==> config.mk <==
export PLATFORM = sky130hd
export DESIGN_NAME = load_store_unit
export DESIGN_NICKNAME = d
export VERILOG_FILES = /design/src/rtl/load_store_unit.sv
export SDC_FILE = /design/constraint.sdc
export NUM_CORES = 1
export LEC_CHECK = 0
export ABC_AREA = 1
export CAP_MARGIN = 20
export CORE_MARGIN = 2
export CORE_UTILIZATION = 28
export CTS_CLUSTER_DIAMETER = 80
export DETAILED_ROUTE_END_ITERATION = 12
export GPL_TIMING_DRIVEN = 0
export SLEW_MARGIN = 10
export SYNTH_ARGS = -nofsm -noshare
export SYNTH_HDL_FRONTEND = slang
export SYNTH_SLANG_ARGS = --single-unit
export TNS_END_PERCENT = 50
==> constraint.sdc <==
create_clock -name clk -period 2.1 [get_ports clk]
set_input_delay 0.315 -clock clk [delete_from_list [all_inputs] [get_ports clk]]
set_output_delay 0.315 -clock clk [all_outputs]
set_load 0.005 [all_outputs]
==> src/rtl/load_store_unit.sv <==
// load_store_unit: bus initiator between the memory stage and the byte-addressable
// data memory. It takes one request at a time, checks alignment and range, and
// sequences the level-sensitive memRead/memWrite strobes around a stable
// address/size/data bundle. Load data is byte-reordered and zero/sign-extended.
//
// Handshake: a request transfers on the rising edge where reqValid && reqReady.
// reqReady is high only in IDLE (and never while resetN is low). reqValid seen in
// any other state is ignored. The response is a single-cycle respValid pulse with
// respData/respError valid in that same cycle; there is no back-pressure on it.
module load_store_unit #(
    parameter int dataWidth    = 32,
    parameter int memBytes     = 512,
    parameter int accessCycles = 1
) (
    input  logic                 clk,
    input  logic                 resetN,
    input  logic                 reqValid,
    output logic                 reqReady,
    input  logic                 reqWrite,
    input  logic                 reqSigned,
    input  logic [1:0]           reqSize,
    input  logic [dataWidth-1:0] reqAddr,
    input  logic [dataWidth-1:0] reqData,
    output logic                 respValid,
    output logic [dataWidth-1:0] respData,
    output logic                 respError,
    output logic                 memRead,
    output logic                 memWrite,
    output logic [1:0]           sizeSignal,
    output logic [dataWidth-1:0] address,
    output logic [dataWidth-1:0] writeData,
    input  logic [dataWidth-1:0] readData
);

    typedef enum logic [2:0] {
        IDLE    = 3'd0,
        SETUP   = 3'd1,
        ACCESS  = 3'd2,
        RELEASE = 3'd3,
        RESP    = 3'd4
    } state_e;

    // Count value on the final strobe cycle of an access.
    localparam logic [3:0]         LAST_CNT = 4'(accessCycles - 1);
    // One past the last legal byte address, widened so reqAddr + bytes cannot wrap.
    localparam logic [dataWidth:0] MEM_END  = (dataWidth + 1)'(memBytes);

    state_e                 state_q,  state_d;
    logic                   write_q,  write_d;
    logic                   signed_q, signed_d;
    logic [1:0]             size_q,   size_d;
    logic [dataWidth-1:0]   addr_q,   addr_d;
    logic [dataWidth-1:0]   data_q,   data_d;
    logic [dataWidth-1:0]   result_q, result_d;
    logic                   err_q,    err_d;
    logic [3:0]             cnt_q,    cnt_d;

    logic [2:0]             req_bytes;
    logic [dataWidth:0]     req_end;
    logic                   req_err;

    // Memory returns the lowest-address byte in the most significant returned lane;
    // swap back to little-endian, then extend sub-word loads.
    function automatic logic [dataWidth-1:0] load_format(
        input logic [dataWidth-1:0] rd,
        input logic [1:0]           sz,
        input logic                 sg
    );
        logic [dataWidth-1:0] r;
        r = '0;
        case (sz)
            2'd0:    r = {{(dataWidth - 8){sg & rd[7]}}, rd[7:0]};
            2'd1:    r = {{(dataWidth - 16){sg & rd[7]}}, rd[7:0], rd[15:8]};
            default: r[31:0] = {rd[7:0], rd[15:8], rd[23:16], rd[31:24]};
        endcase
        return r;
    endfunction

    // Request legality: illegal size, misalignment, or running past the memory end.
    always_comb begin
        req_bytes = 3'd0;
        case (reqSize)
            2'd0:    req_bytes = 3'd1;
            2'd1:    req_bytes = 3'd2;
            2'd2:    req_bytes = 3'd4;
            default: req_bytes = 3'd0;
        endcase
        req_end = {1'b0, reqAddr} + {{(dataWidth - 2){1'b0}}, req_bytes};
        req_err = (reqSize == 2'd3)
                | ((reqSize == 2'd1) && reqAddr[0])
                | ((reqSize == 2'd2) && (reqAddr[1:0] != 2'b00))
                | (req_end > MEM_END);
    end

    // Next-state and datapath update for the access sequencer.
    always_comb begin
        state_d  = state_q;
        write_d  = write_q;
        signed_d = signed_q;
        size_d   = size_q;
        addr_d   = addr_q;
        data_d   = data_q;
        result_d = result_q;
        err_d    = err_q;
        cnt_d    = cnt_q;
        case (state_q)
            IDLE: begin
                if (reqValid) begin
                    write_d  = reqWrite;
                    signed_d = reqSigned;
                    size_d   = reqSize;
                    addr_d   = reqAddr;
                    data_d   = reqData;
                    result_d = '0;
                    err_d    = req_err;
                    state_d  = req_err ? RESP : SETUP;
                end
            end
            SETUP: begin
                cnt_d   = 4'd0;
                state_d = ACCESS;
            end
            ACCESS: begin
                if (cnt_q == LAST_CNT) begin
                    if (!write_q) begin
                        result_d = load_format(readData, size_q, signed_q);
                    end
                    state_d = RELEASE;
                end else begin
                    cnt_d = cnt_q + 4'd1;
                end
            end
            RELEASE: state_d = RESP;
            RESP:    state_d = IDLE;
            default: state_d = IDLE;
        endcase
    end

    // State and latched-request registers; reset discards any in-flight request.
    always_ff @(posedge clk) begin
        if (!resetN) begin
            state_q  <= IDLE;
            write_q  <= 1'b0;
            signed_q <= 1'b0;
            size_q   <= 2'd0;
            addr_q   <= '0;
            data_q   <= '0;
            result_q <= '0;
            err_q    <= 1'b0;
            cnt_q    <= 4'd0;
        end else begin
            state_q  <= state_d;
            write_q  <= write_d;
            signed_q <= signed_d;
            size_q   <= size_d;
            addr_q   <= addr_d;
            data_q   <= data_d;
            result_q <= result_d;
            err_q    <= err_d;
            cnt_q    <= cnt_d;
        end
    end

    // Outputs decoded from state; strobes only in ACCESS, so they are exclusive
    // and the address bundle (held in registers) never moves under a strobe.
    always_comb begin
        reqReady   = resetN && (state_q == IDLE);
        memRead    = (state_q == ACCESS) && !write_q;
        memWrite   = (state_q == ACCESS) && write_q;
        address    = addr_q;
        sizeSignal = size_q;
        writeData  = data_q;
        respValid  = (state_q == RESP);
        respError  = (state_q == RESP) && err_q;
        respData   = (state_q == RESP) ? result_q : '0;
    end

endmodule

; Yosys cells after proc, flatten, opt, wreduce, memory -nomap -nowiden
; Cells that the tools add are included.
[word_totals]
regBits = 108
latchBits = 0
ramBits = 0
rom_bits = 0
input_bits = 103
mem_count = 0
[op_classes]
addsub = 2
mul = 0
div = 0
order_cmp = 1
eq_ne = 12
shift = 0
n_mux = 13
bitwise = 4
reduce_logical = 18
[op_table]
columns = op, n
row1 = 32-bit two-way mux, 4
row2 = 32-bit case mux with 2 select lines, 2
row3 = 32-bit by 3-bit adder with 33-bit output, 1
row4 = "33-bit by 10-bit > comparator with 1-bit output, second input constant", 1
row5 = 3-bit case mux with 4 select lines, 1
row6 = 3-bit two-way mux, 3
row7 = 3-bit case mux with 3 select lines, 1
row8 = "2-bit != test, second input constant", 4
row9 = 4-bit case mux with 2 select lines, 1
row10 = "3-bit by 2-bit == test with 1-bit output, second input constant", 2
row11 = 1-bit logical AND, 6
row12 = 2-bit AND reduction, 3
row13 = 2-bit nonzero test, 3
row14 = "4-bit by 1-bit adder with 4-bit output, second input constant", 1
row15 = "2-bit by 1-bit == test with 1-bit output, second input constant", 2
row16 = "2-bit == test, second input constant", 2
row17 = 2-bit zero test, 2
row18 = 4-bit zero test, 1
row19 = 4-bit two-way mux, 1
row20 = 4-bit AND reduction, 1
row21 = "3-bit by 1-bit == test with 1-bit output, second input constant", 1
row22 = "3-bit == test, second input constant", 1
row23 = 3-bit zero test, 1
row24 = 1-bit OR, 3
row25 = other kinds (2), 2

; Logic depth before layout (Yosys ltp)
; Gate-level depths: netlist (run 1).
[logic_depth]
word_depth = 8
mapped_depth = 17
depth_no_buf = 17

; Least setup slack after synthesis (run 1)
; Ideal clock, no wire load.
[synth_timing]
path_type = input to register
from = input reqSize[0]
to = register state_q[0]
setup_time_ns = 0.066
t_arrival_ns = 2.041
required_time_ns = 2.034
path_slack_ns = -0.007
cell_stages = 15
path_buffers = 0
path_cell_list = nor2_1 -> ha_1 -> fa_1 -> nand3_1 -> nand2_1 -> nand2_2 -> xor2_1 -> nand2_1 -> nor2_1 -> nor2_1 -> nor2_1 -> inv_2 -> nor2_4 -> nand3_2 -> a21oi_2
[synth_between]
elab_chain_len = 8
[synth_rtl]
columns = element, line_no
row1 = start: declaration, 21  ; input logic [1:0] reqSize,
row2 = "2-bit == test, or another cell as far along", "82, 91"
row3 = 3-bit case mux with 3 select lines / 1-bit logical AND (equally long branches), "82, 90"
row4 = 32-bit by 3-bit adder with 33-bit output / 1-bit OR (equally long branches), "88, 90"
row5 = 33-bit by 10-bit > comparator with 1-bit output / 1-bit OR (equally long branches), "92, 91"
row6 = 1-bit OR *, 92  ; | (req_end > MEM_END);
row7 = 3-bit two-way mux *, 116  ; state_d = req_err ? RESP : SETUP;
row8 = 3-bit two-way mux *, 108  ; if (reqValid) begin
row9 = 3-bit case mux with 4 select lines *, 106  ; case (state_q)
row10 = end signal: assignment, 152  ; state_q <= state_d;
row11 = end: declaration, 48  ; state_e state_q, state_d;
; Every way passes the cells marked *; elsewhere a longest branch is shown, timed or not. The select of a mux whose other input is x is not followed.
; A chain may end at the register's enable or synchronous reset.

; Worst setup path after layout (run 1)
[layout_timing]
from = input reqSize[1]
to = register state_q[0]
; Same word-level chain as after synthesis.

==> results of run 1 <==
through the flow:
stage | std cells | worst slack (ns) | TNS, ns | hold slack, ns
3_3_place_gp | 1363 | -0.8169 | -10.04 | 0.4435
6_report | 1383 | 0.03110 | 0 | 0.2908
3_5_place_dp | 1363 | -0.8495 | -10.77 | 0.4475
4_1_cts | 1380 | -0.03635 | -0.3924 | 0.2814
2_1_floorplan | 888 | 0.04337 | 0 | 0.4271
5_1_grt | 1383 | -0.1225 | -0.1957 | 0.3004
routing by layer:
| layer | share of wire (%) | track usage, % | up-vias | wire (um) |
|---|---|---|---|---|
| li1 | - | - | 3278 | - |
| met1 | 45 | 25.13 | 2910 | 9256 |
| met2 | 45 | 30.30 | 229 | 9276 |
| met3 | 9.1 | 5.802 | 24 | 1883 |
| met4 | 1.6 | 4.375 | 0 | 327 |
| met5 | 0 | 0 | - | 0 |
flip-flops by register name, summed over array words and instances, names as in the netlist:
register and cells:
sizeSignal 2, address 32, state_q 3, writeData 32
err_q 1, write_q 1, signed_q 1, result_q 32
cnt_q 4
cell usage after synthesis, types with 8 or more instances:
library cell / count
inv_1: 93
nand4_1: 9
dfxtp_1: 108
nand2_1: 150
nand3_1: 27
nor2_4: 8
o21ai_0: 98
nor2_1: 207
a21oi_1: 68
a211oi_1: 9
nand2_2: 9
a211oi_2: 9
clkbuf_1: 31
nor2_2: 9
power groups by stage:
stage / Combinational [uW] / Sequential [uW] / Clock [uW]
5_1_grt: 1410 / 2320 / 1770
4_1_cts: 1270 / 2300 / 1710
6_report: 1280 / 2300 / 1640
3_5_place_dp: 1240 / 2340 / 0
3_3_place_gp: 1240 / 2340 / 0
2_1_floorplan: 534 / 2340 / 0
cell families after synthesis:
kind of cell | synth area share (%)
and+or+nand+nor | 32.07
AOI/OAI and AO/OA | 19.01
buffers and inverters | 9.322
DFF | 37.55
adders and majority gates | 1.434
xor gates and xnor gates | 0.6085
worst paths after layout:
kind                      start           end  depth (start not counted)
setup / recovery     reqSize[1]    state_q[0]                         18
hold / removal       reqAddr[1]    address[1]                          3
setup reg to reg  sizeSignal[1]  result_q[15]                          6
hold reg to reg    result_q[19]  result_q[19]                          2
final cells by class:
type,instances,area (um2),share of cell area (%)
Inverter,101,382.9,4.364
Multi-Input combinational cell,640,3249,37.04
Buffer,37,177.7,2.025
Tap cell,270,337.8,3.851
Sequential cell,108,2166,24.69
Timing Repair Buffer,213,2185,24.90
Clock buffer,11,252.7,2.881
Clock inverter,3,22.52,0.2567
what timing repair did:
item                                    in CTS  in global routing
pin swaps                                   16                 10
gates resized for setup                     51                 84
hold buffers                                 0                  0
buffers inserted                             4                  4
endpoints found under the setup margin      36                104
worst register-to-register path: cells and delay by family, from the launching register on:
| family | cells | cell delay [ns] |
|---|---|---|
| simple gates | 1 | 0.48 |
| buf+inv | 2 | 0.50 |
| flops | 1 | 0.36 |
| compound gates | 3 | 0.55 |
==> qor.txt, run 1 <==
setup violators final: 0
MaxCap Viol Count: 0
worst skew pair latency: 0.35 ns
die area: 21,730 um2
initial antenna violation count: 0
Syn Area/Cell: 6.484 um2
synth warn: 0
Critical Path End Type: flip-flop
Antenna diodes: 0
CTS sink cnt: 108
Critical Path, Cell by Cell: buf_4 -> inv_2 -> nor2_1 -> ha_4 -> inv_2 -> nand2_1 -> nand3_4 -> nor2_4 -> nand2_1 -> nand2_1 -> nand2_1 -> nor2_1 -> nand2_1 -> nor2_4 -> nand2_2 -> nor2_4 -> nand3_2 -> a21oi_2
number of synthesized flops with an enable pin: 0
Critical-path top delay cell: ha_4
Worst slew margin: 57.29%
Avg Vias per Cell: 4.657
die width: 147.4 um
Die Span Y: 147.4 um
sw power: 1536 uW
PwrDens: 595.5 nW/um2
cell internal pwr: 3688 uW
Netlist cell types: 34
synth top area cells: dfxtp_1 (38%), nor2_1 (13%), nand2_1 (9.8%)
Synth Flop Type: dfxtp_1
Post-DP Area: 8150 um2
first-pass GRT wire length: 32.69 mm
drt wl/cell: 15.00 um
actual slew at the worst max-slew pin: 0.6406 ns
largest net degree at the start of global routing: 17
I/O Buffers: 205
RD Place Congestion: 0.9234
gate count of the mapped netlist: 888
Core ar.: 20,230 um2
design area: 8773 um2
Leakage: 0.004077 uW
critical path class: in -> reg
CP Launch Type: primary input
crit-path max FO: 6
Starting DRT DRC Count: 434
register area share after synthesis: 37.55%
fin nets: 1,219
fill cell count: 2,093
CTS buffer count: 9
period utilization: 98.52%
Buf+Inv Stages, Crit Path: 3
Clk pwr share: 31.4%
initial cell density of the core: 28.46%
Total GRT Usage: 18.92%
Routed WL: 20.74 mm
most common cell after layout, fill and taps aside: nor2_1
Syn Nets: 997
CP most frequent cell: nand2_1
Crit path max-delay family: simple AND/OR/NAND/NOR gates
DR DRC count: 0
VDD IR-drop max: 0.0003683 V
row count: 52
Clock Skew: 0.01146 ns
commonest cells after routing, fill and taps aside: nor2_1 (188), clkdlybuf4s50_1 (156), nand2_1 (141)
Worst EP arrival: 2.36 ns
flop2flop setup slack: 0.13 ns
CTS tree: yes
grt total ovfl: 0
Yosys reg bits: 108
sequential fraction of design power: 44.1%
Fin. Hold Viols: 0
switching share of power: 29.40%
root buffer cell: clkbuf_16
Final Max Slew Viols: 0
TritonRoute pass-1 iters: 5
min cycle time layout: 2.069 ns
Min-Delay Path Class: in -> reg
Synth area leader: dfxtp_1
CTS H-Tree Depth: 3
Post-DP HPWL: 15.91 mm
Top Ports: 206
vias: 6,441
status: complete, no violations
Total Power: 5225 uW
Highest Clock Rate: 483.3 MHz
RSZ-0062 raised after global routing: true
asr flop ratio synth: 0%
CTS max path bufs: 2
critical path's largest stage delay: 0.30 ns
layout cell share with drive strength beyond 1: 11.32%
P&R area growth vs syn: 52.37%
Routed Antenna Nets: 0
Critical Path RT: 2.39 ns
combinational power share: 24.5%
vias in the first global route: 6,144
Mapped Area: 5758 um2
final core occ: 43.36%
top-area cell type share of the netlist area: 37.55%
Clock transition at path regs: 0.07 ns
Note: power is estimated with default switching activity, not from simulation.
==> inputs of run 2 (changes only) <==
--- a/config.mk
+++ b/config.mk
@@ -8,12 +8,12 @@
 export ABC_AREA = 1
 export CAP_MARGIN = 20
 export CORE_MARGIN = 2
-export CORE_UTILIZATION = 28
+export CORE_UTILIZATION = 41
 export CTS_CLUSTER_DIAMETER = 80
 export DETAILED_ROUTE_END_ITERATION = 12
 export GPL_TIMING_DRIVEN = 0
+export PLACE_DENSITY = 0.77
 export SLEW_MARGIN = 10
 export SYNTH_ARGS = -nofsm -noshare
 export SYNTH_HDL_FRONTEND = slang
 export SYNTH_SLANG_ARGS = --single-unit
-export TNS_END_PERCENT = 50
==> qor.txt, run 2 (synthesis results as in run 1) <==
Clock transition at path regs: 0.08 ns (was 0.07 ns)
critical path class: in -> reg (unchanged)
CTS buffer count: 9 (unchanged)
CTS H-Tree Depth: 3 (unchanged)
root buffer cell: clkbuf_16 (unchanged)
Clk pwr share: 33.2% (was 31.4%)
RD Place Congestion: 0.9416 (was 0.9234)
first-pass GRT wire length: 30.99 mm (was 32.69 mm)
design area: 8688 um2 (was 8773 um2)
Avg Vias per Cell: 5.080 (was 4.657)
actual slew at the worst max-slew pin: 0.6504 ns (was 0.6406 ns)
final non-filler cell total: 1,299 (was 1,383)
layout cell share with drive strength beyond 1: 11.53% (was 11.32%)
worst hold margin: 0.3086 ns (was 0.2908 ns)
CTS tree: yes (unchanged)
Starting DRT DRC Count: 536 (was 434)
flop2flop setup slack: 0.13 ns (about the same)
initial cell density of the core: 41.81% (was 28.46%)
worst reg2reg path endpoint: result_q[30] (was result_q[15])
TritonRoute pass-1 iters: 5 (unchanged)
Post-DP HPWL: 15.10 mm (was 15.91 mm)
Worst EP arrival: 2.35 ns (was 2.36 ns)
Total Power: 5398 uW (was 5225 uW)
grt total ovfl: 0 (unchanged)
switching share of power: 29.45% (was 29.40%)
vias: 6,599 (was 6,441)
RSZ-0062 raised after global routing: true (unchanged)
Core ar.: 13,770 um2 (was 20,230 um2)
Worst slew margin: 56.64% (was 57.29%)
initial antenna violation count: 0 (unchanged)
Post-DP Area: 8038 um2 (was 8150 um2)
status: complete, no violations (unchanged)
Post-Route Setup TNS: 0 ns (unchanged)
commonest cells after routing, fill and taps aside: nor2_1 (189), clkdlybuf4s50_1 (187), nand2_1 (142) (was nor2_1 (188), clkdlybuf4s50_1 (156), nand2_1 (141))
Antenna diodes: 0 (unchanged)
Leakage: 0.003638 uW (was 0.004077 uW)
Die Span Y: 122.5 um (was 147.4 um)
Final Max Slew Viols: 0 (unchanged)
Critical-path top delay cell: fa_2 (was ha_4)
critical path's largest stage delay: 0.47 ns (was 0.30 ns)
Routed Antenna Nets: 0 (unchanged)
combinational power share: 24.1% (was 24.5%)
Critical Path End Type: flip-flop (unchanged)
Critical Path, Cell by Cell: buf_4 -> inv_2 -> nor2_4 -> fa_2 -> nor2_2 -> o21ai_2 -> a21oi_2 -> nand3_1 -> nor2_2 -> nor2_2 -> nor2_2 -> inv_2 -> nor2_4 -> nand3_2 -> a21oi_2 (was buf_4 -> inv_2 -> nor2_1 -> ha_4 -> inv_2 -> nand2_1 -> nand3_4 -> nor2_4 -> nand2_1 -> nand2_1 -> nand2_1 -> nor2_1 -> nand2_1 -> nor2_4 -> nand2_2 -> nor2_4 -> nand3_2 -> a21oi_2)
worst hold start: reqSize[0] (was reqAddr[1])
most common cell after layout, fill and taps aside: nor2_1 (unchanged)
sequential fraction of design power: 42.6% (was 44.1%)
VDD IR-drop max: 0.0005226 V (was 0.0003683 V)
largest net degree at the start of global routing: 19 (was 17)
setup violators final: 0 (unchanged)
Routed WL: 20.25 mm (was 20.74 mm)
CTS sink cnt: 108 (unchanged)
Top Ports: 206 (unchanged)
min cycle time layout: 2.064 ns (was 2.069 ns)
Fin. Hold Viols: 0 (unchanged)
vias in the first global route: 6,113 (was 6,144)
die width: 122.5 um (was 147.4 um)
CP most frequent cell: nor2_2 (was nand2_1)
Total GRT Usage: 26.58% (was 18.92%)
crit-path max FO: 5 (was 6)
sw power: 1590 uW (was 1536 uW)
fin nets: 1,223 (was 1,219)
Highest Clock Rate: 484.4 MHz (was 483.3 MHz)
hold path depth: 3 (unchanged)
DR DRC count: 0 (unchanged)
Critical Path RT: 2.39 ns (about the same)
Min-Delay Path Class: in -> reg (unchanged)
Clock Skew: 0.009453 ns (was 0.01146 ns)
cell internal pwr: 3809 uW (was 3688 uW)
P&R area growth vs syn: 50.89% (was 52.37%)
Reg2Reg Depth: 10 (was 6)
die area: 15,010 um2 (was 21,730 um2)
I/O Buffers: 205 (unchanged)
Worst Hold Endpoint: sizeSignal[0] (was address[1])
CP Launch Type: primary input (unchanged)
PwrDens: 621.3 nW/um2 (was 595.5 nW/um2)
period utilization: 98.30% (was 98.52%)
CTS max path bufs: 2 (unchanged)
drt wl/cell: 15.59 um (was 15.00 um)
worst skew pair latency: 0.36 ns (was 0.35 ns)
row count: 43 (was 52)
Crit Reg-Reg Startpoint: state_q[0] (was sizeSignal[1])
MaxCap Viol Count: 0 (unchanged)
dpl cells: 1,273 (was 1,363)
==> run 2: cell count changes in the layout (fill, tap and decap cells not counted), moves of 2 or more <==
cell,previous run,this run
buf_4,11,14
clkbuf_1,22,25
clkbuf_2,5,3
clkbuf_8,2,4
clkdlybuf4s50_1,156,187
dlygate4sd2_1,6,2
dlymetal6s2s_1,39,12
nand2_2,15,13
nor2_2,16,14
==> run 2: power groups by stage <==
stage	clock [uW]	sequential, uW	combinational, uW
floorplan	0	2340	534
global placement	0	2340	1220
detailed placement	0	2340	1230
CTS	1830	2300	1270
global route	1900	2320	1420
finish	1790	2300	1300
==> run 2: worst max-delay path by stage <==
stage | start | endpoint | depth (start not counted)
after floorplan | reqSize[0] | state_q[0] | 15
after global placement | reqSize[0] | state_q[2] | 17
after detailed placement | reqSize[0] | state_q[0] | 16
after CTS | state_q[0] | respData[5] | 5
after global routing | reqSize[0] | state_q[0] | 18
final | reqSize[0] | state_q[0] | 15
==> run 2: repair_timing <==
action                     in CTS  in global routing
gates cloned                    0                  0
gates resized for setup        47                 57
setup endpoints to repair      38                111
setup buffers                   7                  4
pin swaps                      19                 16
hold buffers                    0                  0
==> run 2: metal layers <==
layer	GRT usage (%)	wire [um]	vias up
met1	34.42	8591	2964
met3	8.875	2188	35
met4	8.405	469	0
met2	41.81	9003	304
met5	0	0	-
li1	-	-	3296
==> run 2: stage by stage <==
stage | util, % | setup slack (ns)
4_1_cts | 61.82 | -0.01693
6_report | 63.08 | 0.03563
3_3_place_gp | 58.36 | -0.7557
3_5_place_dp | 58.36 | -0.8019
5_1_grt | 63.08 | -0.07040
2_1_floorplan | - | 0.04337
==> run 2: area by class of cell <==
class	instances	area, um2
flip-flops and latches	108	2165
fillers	1286	5085
multi-input cells	640	3274
clock buffers	10	239.0
clock inverters	6	68.82
plain buffers	38	186.4
inverters	101	382.9
repair buffers	216	2147
well taps	180	225.2
==> run 2: worst max-delay path, delay by kind of cell <==
family	cells	cell delay [ns]
buffers and inverters	3	0.26
adder cells (fa/ha/maj)	1	0.47
AND/OR/NAND/NOR	8	0.93
AO/OA/AOI/OAI	3	0.36
